===== config.mk =====
export PLATFORM = sky130hd
export DESIGN_NAME = pingpong_ram_ctrl
export DESIGN_NICKNAME = d
export VERILOG_FILES = /design/src/rtl/pingpong_ram_ctrl.sv
export SDC_FILE = /design/constraint.sdc
export NUM_CORES = 1
export LEC_CHECK = 0
export ABC_AREA = 1
export CAP_MARGIN = 40
export CORE_MARGIN = 2
export CORE_UTILIZATION = 49
export CTS_BUF_LIST = sky130_fd_sc_hd__clkbuf_8
export CTS_CLUSTER_DIAMETER = 60
export CTS_CLUSTER_SIZE = 28
export DETAILED_ROUTE_END_ITERATION = 10
export PLACE_DENSITY = 0.91
export SETUP_SLACK_MARGIN = 0.5
export SKIP_CTS_REPAIR_TIMING = 1
export SLEW_MARGIN = 20
export SYNTH_ARGS = -nofsm -noshare
export SYNTH_HDL_FRONTEND = slang
export SYNTH_SLANG_ARGS = --single-unit

===== constraint.sdc =====
create_clock -name clk -period 3.1 [get_ports clk]
set_input_delay 0.775 -clock clk [delete_from_list [all_inputs] [get_ports clk]]
set_output_delay 0.775 -clock clk [all_outputs]
set_load 0.02 [all_outputs]

===== src/rtl/pingpong_ram_ctrl.sv =====
// Ping-pong controller for two external block RAMs: the producer fills one bank
// while the consumer drains the other, with a 1-cycle registered read path.
module pingpong_ram_ctrl #(
  parameter int D_WIDTH = 8,
  parameter int A_WIDTH = 10,
  parameter int BLK_LEN = 1024
) (
  input  logic               clk,
  input  logic               rst,
  input  logic               flush,
  input  logic               in_valid,
  input  logic [D_WIDTH-1:0] in_data,
  output logic               in_ready,
  output logic               out_valid,
  output logic [D_WIDTH-1:0] out_data,
  output logic               out_last,
  input  logic               out_ready,
  output logic [1:0]         ram_wen,
  output logic [A_WIDTH-1:0] ram_waddr,
  output logic [D_WIDTH-1:0] ram_wdata,
  output logic [1:0]         ram_ren,
  output logic [A_WIDTH-1:0] ram_raddr,
  input  logic [D_WIDTH-1:0] ram0_rdata,
  input  logic [D_WIDTH-1:0] ram1_rdata,
  output logic [1:0]         bank_full
);

  localparam logic [A_WIDTH-1:0] LAST = A_WIDTH'(BLK_LEN - 1);

  typedef enum logic {RD_IDLE, RD_BUSY} rd_state_t;

  rd_state_t          state_reg, state_next;
  logic               wr_bank_reg, wr_bank_next;
  logic               rd_bank_reg, rd_bank_next;
  logic [A_WIDTH-1:0] wr_cnt_reg, wr_cnt_next;
  logic [A_WIDTH-1:0] rd_cnt_reg, rd_cnt_next;
  logic [1:0]         full_reg, full_next;
  logic               out_valid_reg, out_valid_next;
  logic               out_last_reg, out_last_next;
  logic               rd_sel_reg, rd_sel_next;

  logic wr_acc, rd_issue, wr_done, rd_done;

  assign in_ready = !full_reg[wr_bank_reg] && !flush;
  assign wr_acc   = in_valid && in_ready;
  assign rd_issue = (state_reg == RD_BUSY) && full_reg[rd_bank_reg] &&
                    (!out_valid_reg || out_ready);
  assign wr_done  = wr_acc && (wr_cnt_reg == LAST);
  assign rd_done  = rd_issue && (rd_cnt_reg == LAST);

  // Writer sets and reader clears always target different banks, so both apply.
  always_comb begin
    state_next     = state_reg;
    wr_bank_next   = wr_bank_reg;
    rd_bank_next   = rd_bank_reg;
    wr_cnt_next    = wr_cnt_reg;
    rd_cnt_next    = rd_cnt_reg;
    full_next      = full_reg;
    out_valid_next = out_valid_reg;
    out_last_next  = out_last_reg;
    rd_sel_next    = rd_sel_reg;

    if (wr_acc) begin
      if (wr_done) begin
        full_next[wr_bank_reg] = 1'b1;
        wr_cnt_next            = '0;
        wr_bank_next           = ~wr_bank_reg;
      end else begin
        wr_cnt_next = wr_cnt_reg + 1'b1;
      end
    end

    if (rd_issue) begin
      if (rd_done) begin
        full_next[rd_bank_reg] = 1'b0;
        rd_cnt_next            = '0;
        rd_bank_next           = ~rd_bank_reg;
      end else begin
        rd_cnt_next = rd_cnt_reg + 1'b1;
      end
    end

    case (state_reg)
      RD_IDLE: if (full_reg[rd_bank_reg]) state_next = RD_BUSY;
      RD_BUSY: if (rd_done && !full_reg[~rd_bank_reg]) state_next = RD_IDLE;
      default: state_next = RD_IDLE;
    endcase

    if (rd_issue) begin
      out_valid_next = 1'b1;
      out_last_next  = (rd_cnt_reg == LAST);
      rd_sel_next    = rd_bank_reg;
    end else if (out_ready) begin
      out_valid_next = 1'b0;
      out_last_next  = 1'b0;
    end
  end

  always_ff @(posedge clk or posedge rst) begin
    if (rst) begin
      state_reg     <= RD_IDLE;
      wr_bank_reg   <= 1'b0;
      rd_bank_reg   <= 1'b0;
      wr_cnt_reg    <= '0;
      rd_cnt_reg    <= '0;
      full_reg      <= 2'b00;
      out_valid_reg <= 1'b0;
      out_last_reg  <= 1'b0;
      rd_sel_reg    <= 1'b0;
    end else if (flush) begin
      state_reg     <= RD_IDLE;
      wr_bank_reg   <= 1'b0;
      rd_bank_reg   <= 1'b0;
      wr_cnt_reg    <= '0;
      rd_cnt_reg    <= '0;
      full_reg      <= 2'b00;
      out_valid_reg <= 1'b0;
      out_last_reg  <= 1'b0;
      rd_sel_reg    <= 1'b0;
    end else begin
      state_reg     <= state_next;
      wr_bank_reg   <= wr_bank_next;
      rd_bank_reg   <= rd_bank_next;
      wr_cnt_reg    <= wr_cnt_next;
      rd_cnt_reg    <= rd_cnt_next;
      full_reg      <= full_next;
      out_valid_reg <= out_valid_next;
      out_last_reg  <= out_last_next;
      rd_sel_reg    <= rd_sel_next;
    end
  end

  genvar gi;
  generate
    for (gi = 0; gi < 2; gi++) begin : g_bank
      assign ram_wen[gi] = wr_acc && (wr_bank_reg == 1'(gi));
      assign ram_ren[gi] = rd_issue && (rd_bank_reg == 1'(gi));
    end
  endgenerate

  assign ram_waddr = wr_cnt_reg;
  assign ram_wdata = in_data;
  assign ram_raddr = rd_cnt_reg;
  // Bank RAMs hold rdata while ren is low, so this mux keeps a stalled word stable.
  assign out_data  = rd_sel_reg ? ram1_rdata : ram0_rdata;
  assign out_valid = out_valid_reg;
  assign out_last  = out_last_reg;
  assign bank_full = full_reg;

endmodule


==> flow_summary.json, run 1 <==
{
  "drc": 0,
  "route.detailed.wl_per_inst_um": 13.4,
  "clk_pin_slew_ns": 0.09,
  "layout_common_cells": "80 x nand2_1, 43 x clkdlybuf4s50_1, 28 x dfrtp_1",
  "synth_top_cell_by_area": "dfrtp_1",
  "finalCritPeriodShare_pct": 86.5,
  "rsz0062_at_grt": "yes",
  "slew_headroom_pct": 76.5,
  "start_util_pct": 51.6,
  "cts_tree": "built",
  "cts_buffers": 3,
  "port_buffers": 57,
  "synth-seq-cells": 28,
  "detail_route.first_pass.iterations": 4,
  "grt_pass1_vias": 1762,
  "drtIter0Drc": 246,
  "skew_ns": 0.00255,
  "antenna_found_initial": 0,
  "whs_ns": 0.548,
  "clockBufferDepth": 2,
  "final_antenna_net_count": 0,
  "critical_path_class": "in -> out",
  "yosysWarnings": 0,
  "syn2layout_area_growth_pct": 34.9,
  "clk_latency_ns": 0.27,
  "crit_arrival_ns": 1.91,
  "hpwl_mm": 3.55,
  "max-cap-violations": 0,
  "final_core_util_pct": 69.6,
  "power_leakage_nw": 1.35,
  "synth-seq-area-share_pct": 36.6,
  "power_density_nw_per_um2": 296,
  "dr_total_vias": 1916,
  "grt_usage_pct": 23.1,
  "routed_wl_mm": 4.88,
  "dp_cells": 361,
  "clock_sinks": 28,
  "core.rowCount": 22,
  "hold_path.class": "reg -> reg",
  "avgSynthCellArea_um2": 7.29,
  "setup_violations": 0,
  "netlist_top_cells_area": "dfrtp_1 37%, nand2_1 16%, inv_1 5.1%",
  "post_drt_via_cell_ratio": 5.25,
  "place.gp.congestion": 0.865,
  "min_period_ns": 2.68,
  "vdd_drop_max_uv": 177,
  "netlist_area_um2": 1920,
  "cp_max_fo": 3,
  "drive_above_1_share_pct": 15.5,
  "cts-htree-levels": 1,
  "placed_cell_area_um2": 2490,
  "critical_path_required_ns": 2.32,
  "syn_nets": 294,
  "tns_ns": 0,
  "grt_pass1_wl_mm": 7.93,
  "hold_viol_final": 0,
  "netlist.area_leader.share_pct": 36.6,
  "yosys.cell_types.count": 32,
  "fin_nets": 349,
  "stdcell_count": 365,
  "die-width_um": 66.5,
  "netlist_instances": 263,
  "die_h_um": 66.5,
  "critPathLaunchType": "input pin",
  "diodes": 0,
  "grt.overflow.total": 0,
  "stdcell_area_um2": 2580,
  "cts-root-buf": "clkbuf_8",
  "final_common_cell": "nand2_1",
  "outcome": "complete, no violations",
  "worst_slew_pin_slew_ns": 0.352,
  "max_freq_mhz": 373,
  "grt_max_degree": 29,
  "core_area_um2": 3720,
  "ios": 74,
  "dieArea_um2": 4430,
  "finalMaxSlewViolations": 0,
  "setup.worst_path.end_class": "output port"
}
## layer usage
metal  part of all wire (%)  global-route usage [%]  up-vias
met5                      0                       0        -
met4                    1.3                    9.44        0
met3                    7.4                    3.38        8
met2                     49                    37.4       87
met1                     42                    31.0      876
li1                       -                       -      945
## report_power, final
group	leakage, nW	switching [mW]	total, mW	internal, mW
Combinational	0.923	0.0544	0.103	0.0488
Sequential	0.389	0.00616	0.374	0.368
Clock	0.0357	0.115	0.288	0.173
Total	1.35	0.176	0.765	0.589
## cell families (layout without fill, tap and decap cells)
family	Yosys count	in the layout	share of synthesized area (%)
buffers and inverters	49	103	12.9
adders and majority gates	2	2	1.31
and+or+nand+nor	155	155	40.5
DFF	28	28	36.6
xor gates and xnor gates	2	2	0.914
AOI/OAI and AO/OA	27	27	7.77
## final cells by class
type,count,area (um2)
fillers,279,1130
multi-input cells,186,968
flip-flops and latches,28,701
repair buffers,63,636
inverters,36,149
well taps,48,60.1
clock buffers,3,41.3
clock inverters,1,30.0
## synth_stat cells, drive strengths merged
master	instances
inv	35
ha	2
o21ai	18
buf	12
nand2	90
nor2	22
o22ai	1
a21oi	7
or2	3
nand3	22
nor3	5
o211a	1
clkbuf	1
clkinv	1
dfrtp	28
nand4	13
xor2	2
## critical path, cell delays in order
cell,delay (ns)
clkdlybuf4s50_1,0.45
inv_1,0.05
nand2_1,0.10
inv_1,0.08
nor2_4,0.11
nand2_1,0.07
inv_1,0.06
dlymetal6s2s_1,0.21
## path summary, 6_finish.rpt
path	startpoint	endpoint	slack, ns	depth (start not counted)
max reg2reg	ram_raddr[0]	ram_raddr[8]	1.49	7
max	out_ready	ram_ren[1]	0.42	8
min	out_last	out_last	0.55	2
min reg2reg	out_last	out_last	0.55	2
min in group asynchronous	rst	ram_waddr[5]	0.85	3
max in group asynchronous	rst	ram_raddr[9]	1.99	3
## metrics by stage
stage	total power, mW	setup slack (ns)
floorplan	0.452	0.943
global placement	0.484	0.0574
detailed placement	0.486	0.0406
CTS	0.770	0.0291
global route	0.797	0.318
finish	0.765	0.418
Power figures use the tool's default switching activity.
==> run 2: changes to the inputs <==
--- a/config.mk
+++ b/config.mk
@@ -7,7 +7,7 @@
 export LEC_CHECK = 0
 export ABC_AREA = 1
 export CAP_MARGIN = 40
-export CORE_MARGIN = 2
+export CORE_MARGIN = 5
 export CORE_UTILIZATION = 49
 export CTS_BUF_LIST = sky130_fd_sc_hd__clkbuf_8
 export CTS_CLUSTER_DIAMETER = 60
==> flow_summary.json, run 2 (synthesis gave the netlist of run 1 again) <==
{
  "outcome": "complete, no violations",
  "worst_slew_pin_slew_ns": 0.356,
  "cts-root-buf": "clkbuf_8",
  "dieArea_um2": 5260,
  "routed_wl_mm": 4.86,
  "final_antenna_net_count": 0,
  "post_drt_via_cell_ratio": 5.19,
  "hpwl_mm": 3.60,
  "critical_path_required_ns": 2.32,
  "max_freq_mhz": 377,
  "tns_ns": 0,
  "min_period_ns": 2.65,
  "switchingPower_mw": 0.173,
  "cts-htree-levels": 1,
  "cts_buffers": 3,
  "clockBufferDepth": 2,
  "ios": 74,
  "rsz0062_at_grt": "yes",
  "cts_tree": "built",
  "critPathMaxStageDelay_ns": 0.46,
  "crit_arrival_ns": 1.88,
  "port_buffers": 57,
  "hold_viol_final": 0,
  "power_density_nw_per_um2": 274,
  "internal_power_mw": 0.530,
  "grt_max_degree": 29,
  "core_area_um2": 3720,
  "power_leakage_nw": 1.33,
  "seq_power_share_pct": 53.2,
  "clkPwrFrac_pct": 32.2,
  "core.rowCount": 22,
  "drc": 0,
  "setup_violations": 0,
  "whs_ns": 0.534,
  "path_delay_family": "buffers and inverters",
  "path_buf_inv": 5,
  "finalMaxSlewViolations": 0,
  "slew_headroom_pct": 76.3,
  "grt_usage_pct": 18.2,
  "dp_cells": 361,
  "finalCritPeriodShare_pct": 85.5,
  "die-width_um": 72.5,
  "power.share.switching_pct": 24.6,
  "critical_path_class": "in -> out",
  "stdcell_count": 365,
  "layout_common_cells": "79 x nand2_1, 43 x clkdlybuf4s50_1, 28 x dfrtp_1",
  "diodes": 0,
  "start_util_pct": 51.6,
  "grt.overflow.total": 0,
  "final_common_cell": "nand2_1",
  "clk_pin_slew_ns": 0.09,
  "crit_slowest_cell": "clkdlybuf4s50_1",
  "critPathLaunchType": "input pin",
  "clock_sinks": 28,
  "cpMostUsedCell": "inv_1",
  "power_frac_comb_pct": 14.6,
  "grt_pass1_vias": 1778,
  "drive_above_1_share_pct": 16.1,
  "syn2layout_area_growth_pct": 33.8,
  "die_h_um": 72.5,
  "num-fill-cells": 281,
  "dr_total_vias": 1893,
  "max-cap-violations": 0,
  "grt_pass1_wl_mm": 7.87,
  "final_core_util_pct": 69.0,
  "detail_route.first_pass.iterations": 4,
  "pre_cts_slack_ns": -0.0418,
  "antenna_found_initial": 0,
  "hold_path.class": "reg -> reg",
  "skew_ns": 0.00580,
  "route.detailed.wl_per_inst_um": 13.3,
  "vdd_drop_max_uv": 160,
  "crit_chain": "clkdlybuf4s50_1 -> inv_1 -> nand2_2 -> inv_1 -> nor2_4 -> nand2_1 -> inv_1 -> clkbuf_2",
  "clk_latency_ns": 0.27,
  "fin_ws_ns": 0.449,
  "drtIter0Drc": 156,
  "place.gp.congestion": 0.883,
  "fin_nets": 349,
  "cp_max_fo": 3,
  "setup.worst_path.end_class": "output port"
}
## run 2: area by class of cell
cell class              instances  area [um2]  share of cell area (%)
repair buffers                 63         631                    24.6
multi-input cells             186         973                    38.0
clock buffers                   4        55.1                    2.15
well taps                      48        60.1                    2.34
inverters                      36         145                    5.66
flip-flops and latches         28         701                    27.3
## run 2: through the flow
stage          area (um2)  total power, mW
3_5_place_dp         2490            0.486
3_3_place_gp         2490            0.484
6_report             2560            0.703
5_1_grt              2560            0.728
2_1_floorplan        1920            0.452
4_1_cts              2540            0.706
## run 2: worst min-delay path: stages, from the launching register on
cell and delay, ns:
dfrtp_1 0.35, nand3_1 0.08, o21ai_1 0.07
## run 2: power by group through the flow
stage | combinational [mW] | clock [mW] | sequential [mW]
2_1_floorplan | 0.0729 | 0 | 0.379
3_3_place_gp | 0.103 | 0 | 0.381
3_5_place_dp | 0.105 | 0 | 0.381
4_1_cts | 0.105 | 0.228 | 0.374
5_1_grt | 0.112 | 0.241 | 0.375
6_report | 0.103 | 0.226 | 0.374
## run 2: per-layer routing
| metal | wire length (um) | up-vias | part of all wire (%) | GRT usage (%) |
|---|---|---|---|---|
| li1 | - | 942 | - | - |
| met1 | 2070 | 868 | 43 | 24.3 |
| met2 | 2300 | 77 | 47 | 29.3 |
| met3 | 420 | 6 | 8.6 | 2.77 |
| met4 | 65 | 0 | 1.3 | 7.58 |
| met5 | 0 | - | 0 | 0 |
## run 2: final timing paths
check,start,end,slack [ns],cells past startpoint
worst max-delay path,out_ready,ram_ren[1],0.45,8
worst min-delay path,out_last,out_last,0.53,2
worst max register to register,ram_waddr[0],ram_waddr[1],1.50,8
worst min register to register,out_last,out_last,0.53,2
max in group asynchronous,rst,out_last,1.98,3
min in group asynchronous,rst,ram_waddr[2],0.85,3
